==> src/rtl/seq_mul_ctrl.sv <==
// seq_mul_ctrl: Moore FSM sequencing load/clear/add/shift enables for a shift-add multiplier
module seq_mul_ctrl #(
   parameter int N  = 4,
   parameter int CW = 3
) (
   input  logic          clk,
   input  logic          rst_n,
   input  logic          start,
   input  logic          q0,
   output logic          ld_ops,
   output logic          clr_acc,
   output logic          add_en,
   output logic          shift_en,
   output logic          busy,
   output logic          done,
   output logic [CW-1:0] count
);
   localparam logic [2:0] IDLE  = 3'd0;
   localparam logic [2:0] LOAD  = 3'd1;
   localparam logic [2:0] TEST  = 3'd2;
   localparam logic [2:0] ADD   = 3'd3;
   localparam logic [2:0] SHIFT = 3'd4;
   localparam logic [2:0] DONE  = 3'd5;
   logic [2:0] state, nxt;
   // next state; unused encodings fall back to IDLE
   always_comb begin
      nxt = IDLE;
      case (state)
         IDLE:    nxt = start ? LOAD : IDLE;
         LOAD:    nxt = TEST;
         TEST:    nxt = q0 ? ADD : SHIFT;
         ADD:     nxt = SHIFT;
         SHIFT:   nxt = (count == CW'(N - 1)) ? DONE : TEST;
         default: nxt = IDLE;
      endcase
   end
   // state register and iteration counter, cleared on LOAD and bumped on every shift
   always_ff @(posedge clk) begin
      if (!rst_n) begin
         state <= IDLE;
         count <= '0;
      end else begin
         state <= nxt;
         if (state == LOAD) count <= '0;
         else if (state == SHIFT) count <= count + 1'b1;
      end
   end
   assign ld_ops   = state == LOAD;
   assign clr_acc  = state == LOAD;
   assign add_en   = state == ADD;
   assign shift_en = state == SHIFT;
   assign busy     = state == LOAD || state == TEST || state == ADD || state == SHIFT;
   assign done     = state == DONE;
endmodule
==> config.mk <==
export PLATFORM = sky130hd
export DESIGN_NAME = seq_mul_ctrl
export DESIGN_NICKNAME = d
export VERILOG_FILES = /design/src/rtl/seq_mul_ctrl.sv
export SDC_FILE = /design/constraint.sdc
export NUM_CORES = 1
export LEC_CHECK = 0
export ABC_AREA = 1
export ABC_CLOCK_PERIOD_IN_PS = 3000
export BUFFER_PORTS_ARGS = -buffer_cell sky130_fd_sc_hd__buf_2
export CAP_MARGIN = 10
export CORE_AREA = 4 4 41 43
export DETAILED_ROUTE_END_ITERATION = 10
export DIE_AREA = 0 0 45 47
export PLACE_DENSITY = 0.56
export SETUP_SLACK_MARGIN = 0.5
export SYNTH_ARGS = -nofsm -noshare
export SYNTH_HDL_FRONTEND = slang
export SYNTH_SLANG_ARGS = --single-unit
==> constraint.sdc <==
create_clock -name clk -period 3 [get_ports clk]
set_input_delay 0.6 -clock clk [delete_from_list [all_inputs] [get_ports clk]]
set_output_delay 0.6 -clock clk [all_outputs]
set_load 0.01 [all_outputs]
==> Word level (Yosys, flattened, before mapping) <==
Cells that the tools add are included.
{ "totals": {"reg_bits": 6, "input_bits": 4, "output_inout_bits": 9, "wordCells": 19} }
{ "op_classes": {"add_sub_neg": 1, "n_eq_ne": 6, "n_mux": 4, "bitwise": 1, "reduce_logical": 5} }
{ "op_table": {"columns": ["operator", "count"], "rows": [
  ["3-bit case mux with 5 select lines", 1],
  ["3-bit by 2-bit equality test with 1-bit output, second input constant", 3],
  ["3-bit equality test, second input constant", 2],
  ["3-bit 2-to-1 mux", 2],
  ["3-bit by 1-bit adder with 3-bit output, second input constant", 1],
  ["3-bit by 1-bit equality test with 1-bit output, second input constant", 1],
  ["3-bit zero test", 1],
  ["1-bit logical OR", 3],
  ["2-bit OR reduction", 1],
  ["1-bit 2-to-1 mux", 1],
  ["1-bit NOT", 1]
]} }

==> Logic depth before layout (Yosys ltp) <==
Gate-level depths: netlist of the first run.
{ "logic_depth": {"word_depth": 4, "depth_mapped": 7, "ltp_nobuf": 7} }

==> Worst setup path before layout of the first run <==
OpenSTA, ideal clock, no wires.
{ "synth_path": {"path_type": "reg2out", "from": "register state[2]", "to": "output ld_ops", "arrival_ps": 804, "path_slack_ps": 1596, "path_stages_with_launch": 6, "path_cell_list": "dfxtp_1 buf_6 inv_2 nand3_2 inv_1 buf_4"} }
{ "synth_via": {"elab_chain_len": 1} }
{ "synth_lines": {"columns": ["item", "line", "source"], "rows": [
  ["from (decl)", "24", "logic [2:0] state, nxt;"],
  ["from (signal assigned)", "43", "state <= nxt;"],
  ["3-bit by 1-bit equality test with 1-bit output", null, null],
  ["to (decl)", "10", "output logic ld_ops,"]
]} }
Every way passes these cells.

==> Worst setup path after layout of the first run <==
{ "layout_path": {"from": "register state[2]", "to": "output done"} }
{ "layout_via": {"elab_chain_len": 1} }
{ "layout_lines": {"columns": ["item", "line", "source"], "rows": [
  ["3-bit equality test", "53", "assign done = state == DONE;"],
  ["to (decl)", "15", "output logic done,"]
]} }
Every way passes these cells.

==> results.cfg, run 1 <==
[clock_network]
cts_buffers = 3
cts_tree = done
clock_path_buffers = 2
cts.clk_slew.worst_paths_ns = 0.04
cts-resized-gates = 0
cts.sinks = 6
cts_hold_buffers = 0
post_cts_buffers = 0
htreeDepth = 1
clk_latency_ns = 0.24
clockRootBuffer = clkbuf_4

[sta]
timing.hold.ws_ns = 0.481
slew_headroom_pct = 75.9
slew_viol_final = 0
final.setup.worst_slack_ns = 1.22
rsz0062_at_grt = false
tightest_slew_ns = 0.361
period_share_pct = 59.5
fin_skew_ns = 0.000436
hold_viol = 0
setup_viol = 0
max_freq_ghz = 0.560
setup-tns-final_ns = 0
fin_crit_ns = 1.78

[cells_and_area]
final_area_um2 = 452
drive_above_1_share_pct = 31.8
post-route-util_pct = 34.7
fillers = 153
area_growth_pct = 22.4
stdcell_count = 81
n_antenna_cell = 0
nets = 74

[min_path]
min_to = count[1]
min_from = count[1]
min_path_type = reg2reg
whs_path_depth = 2

[floorplanning]
start_util_pct = 28.4
die_x_um = 45
fp.dieH_um = 47
ios = 13
core_um2 = 1300
die_area_um2 = 2120
row_count = 13

[drt]
finalWirelength_um = 748
post_drt_wl_per_cell_um = 9.23
ant_nets = 0
vias_per_cell = 4.26
num_vias = 345
drc = 0
firstDrtPassIters = 4
first_iter_violations = 7

[critical_path]
crit_buf_inv = 2
timing_worst_setup_path_type = reg2out
path_cells = inv_2, nor3_1, buf_2
slowest_delay_ns = 0.53
rr_startpoint = count[0]
regToRegSetupSlack_ns = 1.82
arrival_ns = 1.18
critPathCaptureType = primary output
cp.required_ns = 2.40
worstSetupPathDepth = 3
path_delay_family = flip-flops
worstPathMaxFanout = 9
rr_endpoint = count[2]
critPathSlowestCell = dfxtp_1
r2r_cells = 4
cp-start-kind = flop

[grt]
antenna_found_initial = 0
grt_pass1_wl_um = 1260
grt_pass1_vias = 325
grt_max_degree = 10
grt-ovfl-total = 0
gr-usage-all-layers_pct = 8.38

[place]
io_buffer_count = 12
place_ws_ns = 1.46
place.gp.congestion = 0.718
dpl_cell_area_um2 = 429
place_inst = 78
dp_hpwl_um = 632

[yosys]
ys_seq_area_share_pct = 32.5
ys.warnings.count = 0
syn-num-nets = 59
syn_inst = 53
avgSynthCellArea_um2 = 6.96
syn_area_um2 = 369
ys_ff_latch = 6
netlist-cell-type-count = 17

[job]
cap_viol_max_count = 0

[power]
powerDensity_nw_per_um2 = 440
power_leakage_nw = 0.241
finalPower_mw = 0.199
seq_power_share_pct = 45.2
p_sw_mw = 0.0553
comb_power_share_pct = 19.2
clock_power_share_pct = 35.6
swShare_pct = 27.9
vdd_drop_max_v = 0.000255
p_int_mw = 0.143

[outcome]
status = completed
==> power groups by stage <==
stage / Combinational (mW) / Clock (mW) / Sequential [mW]
floorplan: 0.0301 / 0 / 0.0892
finish: 0.0381 / 0.0708 / 0.0897
global placement: 0.0384 / 0 / 0.0910
global route: 0.0436 / 0.0782 / 0.0904
CTS: 0.0388 / 0.0739 / 0.0896
detailed placement: 0.0386 / 0 / 0.0911
==> cells in the mapped netlist <==
cell | instances | area share, %
nand3_2 | 1 | 2.7
a21oi_1 | 3 | 4.1
nand2_4 | 1 | 3.1
nand3b_1 | 1 | 2.0
ha_1 | 2 | 6.8
nor2_4 | 1 | 3.1
nand3_1 | 4 | 5.4
nor3_1 | 2 | 2.7
buf_6 | 1 | 3.1
inv_1 | 9 | 9.2
inv_2 | 2 | 2.0
nand2_1 | 9 | 9.2
o21ai_0 | 2 | 2.7
buf_4 | 1 | 2.0
dfxtp_1 | 6 | 33
nor2_1 | 7 | 7.1
a21oi_2 | 1 | 2.4
==> worst min-delay path, stage by stage (launching register included) <==
cell and delay, ns:
dfxtp_1 0.32, nand2_1 0.06, a21oi_1 0.05
==> state kept, by name, indices dropped and copies added (netlist names) <==
| signal | count |
|---|---|
| state | 3 |
| count | 3 |
==> metal layers <==
| layer | up-vias | part of all wire [%] | track usage, % |
|---|---|---|---|
| met4 | 0 | 1.3 | 7.02 |
| met2 | 11 | 47 | 14.1 |
| met1 | 142 | 43 | 9.34 |
| met5 | - | 0 | 0 |
| li1 | 190 | - | - |
| met3 | 2 | 8.4 | 1.15 |
==> logic make-up after synthesis <==
logic type | count (synthesis) | synth area share, %
AOI/OAI and AO/OA | 6 | 9.15
adders and majority gates | 2 | 6.78
buffers and inverters | 13 | 16.3
DFF | 6 | 32.5
and+or+nand+nor | 26 | 35.3
==> final cells by class <==
class	instances	area, um^2	share of cell area [%]
Inverter	11	41.3	9.14
Sequential cell	6	120	26.6
Tap cell	15	18.8	4.16
Timing Repair Buffer	12	60.1	13.3
Multi-Input combinational cell	34	189	41.8
Clock buffer	3	22.5	4.99
==> worst max-delay path by stage <==
stage / from / endpoint / slack [ns]
after global routing: state[2] / done / 1.09
after CTS: state[2] / done / 1.19
after floorplan: state[2] / ld_ops / 1.60
after global placement: state[2] / done / 1.49
after detailed placement: state[2] / done / 1.46
final: state[2] / done / 1.22
==> cell usage in the layout, fill, tap and decap left out <==
| cell type | count |
|---|---|
| dfxtp_1 | 6 |
| nand3_1 | 4 |
| clkbuf_4 | 3 |
| nand2_1 | 9 |
| ha_1 | 2 |
| nand2_4 | 1 |
| nor2_1 | 7 |
| inv_2 | 2 |
| nand3_2 | 1 |
| buf_2 | 12 |
| o21ai_0 | 2 |
| a21oi_1 | 3 |
| a21oi_2 | 1 |
| nor3_1 | 2 |
| nand3b_1 | 1 |
| nor2_4 | 1 |
| inv_1 | 9 |
Note: power is estimated with default switching activity, not from simulation.
==> run 2, diff against run 1 <==
--- a/config.mk
+++ b/config.mk
@@ -6,7 +6,7 @@
 export NUM_CORES = 1
 export LEC_CHECK = 0
 export ABC_AREA = 1
-export ABC_CLOCK_PERIOD_IN_PS = 3000
+export ABC_CLOCK_PERIOD_IN_PS = 1840
 export BUFFER_PORTS_ARGS = -buffer_cell sky130_fd_sc_hd__buf_2
 export CAP_MARGIN = 10
 export CORE_AREA = 4 4 41 43
==> constraint.sdc (replaced) <==
create_clock -name clk -period 1.84 [get_ports clk]
set_input_delay 0.368 -clock clk [delete_from_list [all_inputs] [get_ports clk]]
set_output_delay 0.368 -clock clk [all_outputs]
set_load 0.01 [all_outputs]
==> results.cfg, run 2 (same netlist as run 1, synthesis figures left out) <==
[floorplanning]
die_area_um2 = 2120
ios = 13
core_um2 = 1300
die_x_um = 45
start_util_pct = 28.4
fp.dieH_um = 47
row_count = 13

[cells_and_area]
post-route-util_pct = 41.2
final_common_cell = buf_2
nets = 80
area_growth_pct = 45.1
reg_top3 = count x3, state x3
n_antenna_cell = 0
drive_above_1_share_pct = 48.6
final_cell_mix = buf_2 (10), nand2_1 (8), inv_1 (7), nor2_1 (7), buf_4 (6)

[power]
power_leakage_nw = 0.276
finalPower_mw = 0.345
vdd_drop_max_v = 0.000443
powerDensity_nw_per_um2 = 644

[grt]
grt_pass1_wl_um = 1340
grt_pass1_vias = 351
grt-ovfl-total = 0
grt_max_degree = 6
antenna_found_initial = 0
gr-usage-all-layers_pct = 8.85

[place]
place_ws_ns = 0.528
place.gp.congestion = 0.718
dp_hpwl_um = 632
io_buffer_count = 12

[drt]
drc = 0
first_iter_violations = 5
firstDrtPassIters = 2
vias_per_cell = 4.37
finalWirelength_um = 832
post_drt_wl_per_cell_um = 9.56
num_vias = 380
ant_nets = 0

[clock_network]
cts_buffers = 3
htreeDepth = 1
cts.clk_slew.worst_paths_ns = 0.04
clk_latency_ns = 0.24
clockRootBuffer = clkbuf_4
clock_path_buffers = 2
cts_tree = done
cts.sinks = 6

[sta]
setup-tns-final_ns = 0
slew_viol_final = 0
fin_skew_ns = 0.000783
final.setup.worst_slack_ns = 0.502
max_freq_ghz = 0.747
tightest_slew_ns = 0.155
rsz0062_at_grt = true
timing.hold.ws_ns = 0.398
fin_crit_ns = 1.34
period_share_pct = 72.7
setup_viol = 0
slew_headroom_pct = 89.5
hold_viol = 0

[critical_path]
timing_worst_setup_path_type = reg2out
cp.required_ns = 1.47
cp-start-kind = flop
worstPathMaxFanout = 5
arrival_ns = 0.97
critPathCaptureType = primary output

[min_path]
min_path_type = in2reg

[outcome]
status = completed

[job]
cap_viol_max_count = 0
==> run 2: cell types whose count changed in the layout (fill, tap and decap cells not counted), moves of 2 or more <==
| cell | change |
|---|---|
| nor3_1 | -2 |
| dfxtp_1 | -3 |
| nor3_2 | +2 |
| buf_6 | +2 |
| buf_4 | +6 |
| inv_1 | -2 |
| buf_2 | -2 |
| dfxtp_4 | +3 |
==> run 2: report_power, final <==
group	internal (mW)	leakage, nW	switching (mW)
clock network	0.0734	0.0138	0.0424
registers	0.135	0.0509	0.0106
logic	0.0387	0.212	0.0444
total	0.248	0.276	0.0973
==> run 2: worst paths after layout <==
path / to / slack (ns) / depth (start not counted) / startpoint
max: busy / 0.50 / 4 / state[2]
min reg2reg: count[1] / 0.48 / 2 / count[1]
min: state[1] / 0.40 / 3 / rst_n
max reg2reg: count[2] / 0.67 / 4 / count[0]
==> run 2: critical path: stages, from the launching register on <==
cell     delay, ns
dfxtp_4       0.36
buf_4         0.14
nand2_4       0.06
nand2_2       0.05
buf_6         0.12
==> run 2: cell type report <==
type	count	area, um^2
Fill cell	153	766
Multi-Input combinational cell	34	201
Sequential cell	6	131
Timing Repair Buffer	18	118
Inverter	11	43.8
Clock buffer	3	22.5
Tap cell	15	18.8
==> run 2: per-stage QoR <==
step | instances | cell area (um^2)
4_1_cts | 85 | 512
3_5_place_dp | 78 | 429
3_3_place_gp | 78 | 429
5_1_grt | 87 | 536
2_1_floorplan | 53 | 369
6_report | 87 | 536
==> run 2: layer usage <==
metal / track usage [%] / vias to the layer above / part of all wire (%)
li1: - / 204 / -
met4: 7.02 / 0 / 1.2
met5: 0 / - / 0
met2: 15.8 / 11 / 52
met1: 9.34 / 163 / 40
met3: 1.15 / 2 / 7.2
==> run 2: timing repair <==
action,4_1_cts,5_1_grt
setup buffers,4,2
resized for setup,12,3
pin swaps,1,3
endpoints found under the setup margin,6,6
hold buffers,0,0
endpoints found under the hold margin,0,0
==> run 3, diff against run 2 <==
--- a/config.mk
+++ b/config.mk
@@ -5,14 +5,14 @@
 export SDC_FILE = /design/constraint.sdc
 export NUM_CORES = 1
 export LEC_CHECK = 0
-export ABC_AREA = 1
-export ABC_CLOCK_PERIOD_IN_PS = 1840
+export ABC_AREA = 0
+export ABC_CLOCK_PERIOD_IN_PS = 1300
 export BUFFER_PORTS_ARGS = -buffer_cell sky130_fd_sc_hd__buf_2
 export CAP_MARGIN = 10
 export CORE_AREA = 4 4 41 43
 export DETAILED_ROUTE_END_ITERATION = 10
 export DIE_AREA = 0 0 45 47
-export PLACE_DENSITY = 0.56
+export PLACE_DENSITY = 0.55
 export SETUP_SLACK_MARGIN = 0.5
 export SYNTH_ARGS = -nofsm -noshare
 export SYNTH_HDL_FRONTEND = slang
==> constraint.sdc (replaced) <==
create_clock -name clk -period 1.3 [get_ports clk]
set_input_delay 0.26 -clock clk [delete_from_list [all_inputs] [get_ports clk]]
set_output_delay 0.26 -clock clk [all_outputs]
set_load 0.01 [all_outputs]
==> results.cfg, run 3 <==
[cells_and_area]
fillers = 128
nets = 69
area_growth_pct = 93.4
reg_top3 = count x3, state x3
final_common_cell = buf_6
final_cell_mix = buf_6 (13), buf_2 (7), buf_4 (6)
post-route-util_pct = 53.4
drive_above_1_share_pct = 80.3
n_antenna_cell = 0

[power]
power_leakage_nw = 0.288
powerDensity_nw_per_um2 = 725
p_int_mw = 0.376
clock_power_share_pct = 32.0
p_sw_mw = 0.128
swShare_pct = 25.4
comb_power_share_pct = 26.8
seq_power_share_pct = 41.2
vdd_drop_max_v = 0.000479
finalPower_mw = 0.504

[place]
dp_hpwl_um = 552
place.gp.congestion = 0.704
io_buffer_count = 12

[floorplanning]
start_util_pct = 27.6
fp.dieH_um = 47
core_um2 = 1300
row_count = 13
die_x_um = 45
ios = 13
die_area_um2 = 2120

[critical_path]
arrival_ns = 1.04
worstPathMaxFanout = 6
critPathCaptureType = primary output
rr_endpoint = state[1]
cp.required_ns = 1.04
startpoint = state[2]
slowest_delay_ns = 0.31
critPathSlowestCell = dfxtp_2
path_cells = buf_6, buf_6, xnor2_1, buf_2
timing_worst_setup_path_type = reg2out
crit_path_frequent_cell = buf_6
cp-start-kind = flop
r2r_cells = 4
regToRegSetupSlack_ns = 0.09
rr_startpoint = count[1]

[outcome]
violations = setup timing
status = finished, violations left

[yosys]
synth_compound_gate_area_share_pct = 9.06
syn_inst = 35
syn_area_um2 = 359
async_reset_ff_share_pct = 0
yosys-top-cells-area = dfxtp_1 (33%), ha_1 (7.0%), buf_6 (6.3%)
avgSynthCellArea_um2 = 10.3
synth_top_area_share_pct = 33.4
synth_xor_area_share_pct = 4.88
synthSimpleGateAreaFrac_pct = 30.7
ys.warnings.count = 0
yosys-top-cells-count = dfxtp_1 (6), nor2_1 (4)
syn-num-nets = 41
synth_top_family_by_area = simple AND/OR/NAND/NOR gates
synth_mux_area_share_pct = 5.57
netlist-cell-type-count = 20
synth_enable_flop_cells = 0
synthAdderAreaFrac_pct = 6.97
synth_top_flop_cell = dfxtp_1
synthMostInstantiatedCell = dfxtp_1
ys_ff_latch = 6
yosys.area.top_type = dfxtp_1
ys_seq_area_share_pct = 33.4

[sta]
final.setup.worst_slack_ns = -0.00440
setup_viol = 1
period_share_pct = 100
fin_crit_ns = 1.30
tightest_slew_ns = 0.332
max_freq_ghz = 0.767
slew_viol_final = 0
rsz0062_at_grt = true
slew_headroom_pct = 77.6
hold_viol = 0
fin_skew_ns = 0.00349

[job]
cap_viol_max_count = 0

[min_path]
whs_path_depth = 2
min_to = state[1]
min_from = rst_n
min_path_type = in2reg

[grt]
grt_pass1_wl_um = 1390
grt-ovfl-total = 0
gr-usage-all-layers_pct = 9.49
grt_pass1_vias = 324
antenna_found_initial = 0
grt_max_degree = 9

[clock_network]
cts.sinks = 6
clk_latency_ns = 0.24
htreeDepth = 1
cts_buffers = 3
cts.clk_slew.worst_paths_ns = 0.04
clockRootBuffer = clkbuf_4
cts_tree = done
clock_path_buffers = 2

[drt]
drc = 0
firstDrtPassIters = 1
vias_per_cell = 4.46
ant_nets = 0
finalWirelength_um = 928
first_iter_violations = 0
num_vias = 339
post_drt_wl_per_cell_um = 12.2
## run 3: cell types whose count changed in the layout (fill, tap and decap cells not counted), moves of 3 or more
cell,change
a21oi_1,-3
nor2_1,-6
inv_2,-3
buf_2,-3
nand3_1,-4
buf_6,+11
inv_1,-6
nand2_1,-8
dfxtp_1,-3
## run 3: cell families (layout without fill, tap and decap cells)
logic type / after synthesis / count (layout)
flip-flops: 6 / 6
XOR/XNOR: 2 / 2
buffers and inverters: 4 / 30
multiplexers: 2 / 2
adder cells (fa/ha/maj): 2 / 2
AND/OR/NAND/NOR: 15 / 15
AO/OA/AOI/OAI: 4 / 4
## run 3: worst max path at each step
stage / endpoint / slack, ns / cells past startpoint
6_report: busy / -0.004 / 4
5_1_grt: ld_ops / -0.05 / 3
4_1_cts: ld_ops / -0.03 / 3
3_5_place_dp: add_en / 0.06 / 3
3_3_place_gp: add_en / 0.08 / 3
2_1_floorplan: count[1] / 0.17 / 4
## run 3: timing repair
item	CTS	global route
buffers inserted	6	5
pin swaps	6	5
gates resized for setup	17	12
hold buffers	0	0
endpoints found under the setup margin	15	15
## run 3: final cells by class
class / count / area (um^2) / share of cell area [%]
clock buffer: 3 / 22.5 / 3.24
inverter: 1 / 3.75 / 0.541
multi-input combinational: 25 / 285 / 41.1
sequential: 6 / 138 / 19.8
tap: 15 / 18.8 / 2.70
timing repair buffer: 26 / 226 / 32.6
## run 3: power groups by stage
| stage | Combinational, mW | Sequential (mW) | Clock [mW] |
|---|---|---|---|
| floorplan | 0.0732 | 0.207 | 0 |
| global placement | 0.0895 | 0.214 | 0 |
| detailed placement | 0.0887 | 0.214 | 0 |
| CTS | 0.119 | 0.209 | 0.173 |
| global route | 0.147 | 0.210 | 0.179 |
| finish | 0.135 | 0.207 | 0.161 |
## run 3: routing by layer
metal	share of wire (%)	GRT usage [%]	vias to the layer above
met3	4.6	2.30	0
met5	0	0	-
met1	37	9.82	157
li1	-	-	175
met4	0	5.26	0
met2	58	17.5	7
## run 3: per-stage QoR
stage	hold WS [ns]	setup WS (ns)	cell area (um^2)	instances	TNS [ns]
5_1_grt	0.307	-0.0505	694	76	-0.202
6_report	0.296	-0.00440	694	76	-0.00440
3_3_place_gp	0.484	0.0780	470	62	0
4_1_cts	0.281	-0.0326	608	71	-0.103
2_1_floorplan	0.388	0.172	399	35	0
3_5_place_dp	0.491	0.0559	470	62	0
## run 3: worst max-delay path, delay by kind of cell, from the launching register on
family,cells,cell delay (ns)
buf+inv,3,0.38
flops,1,0.31
xor+xnor,1,0.11
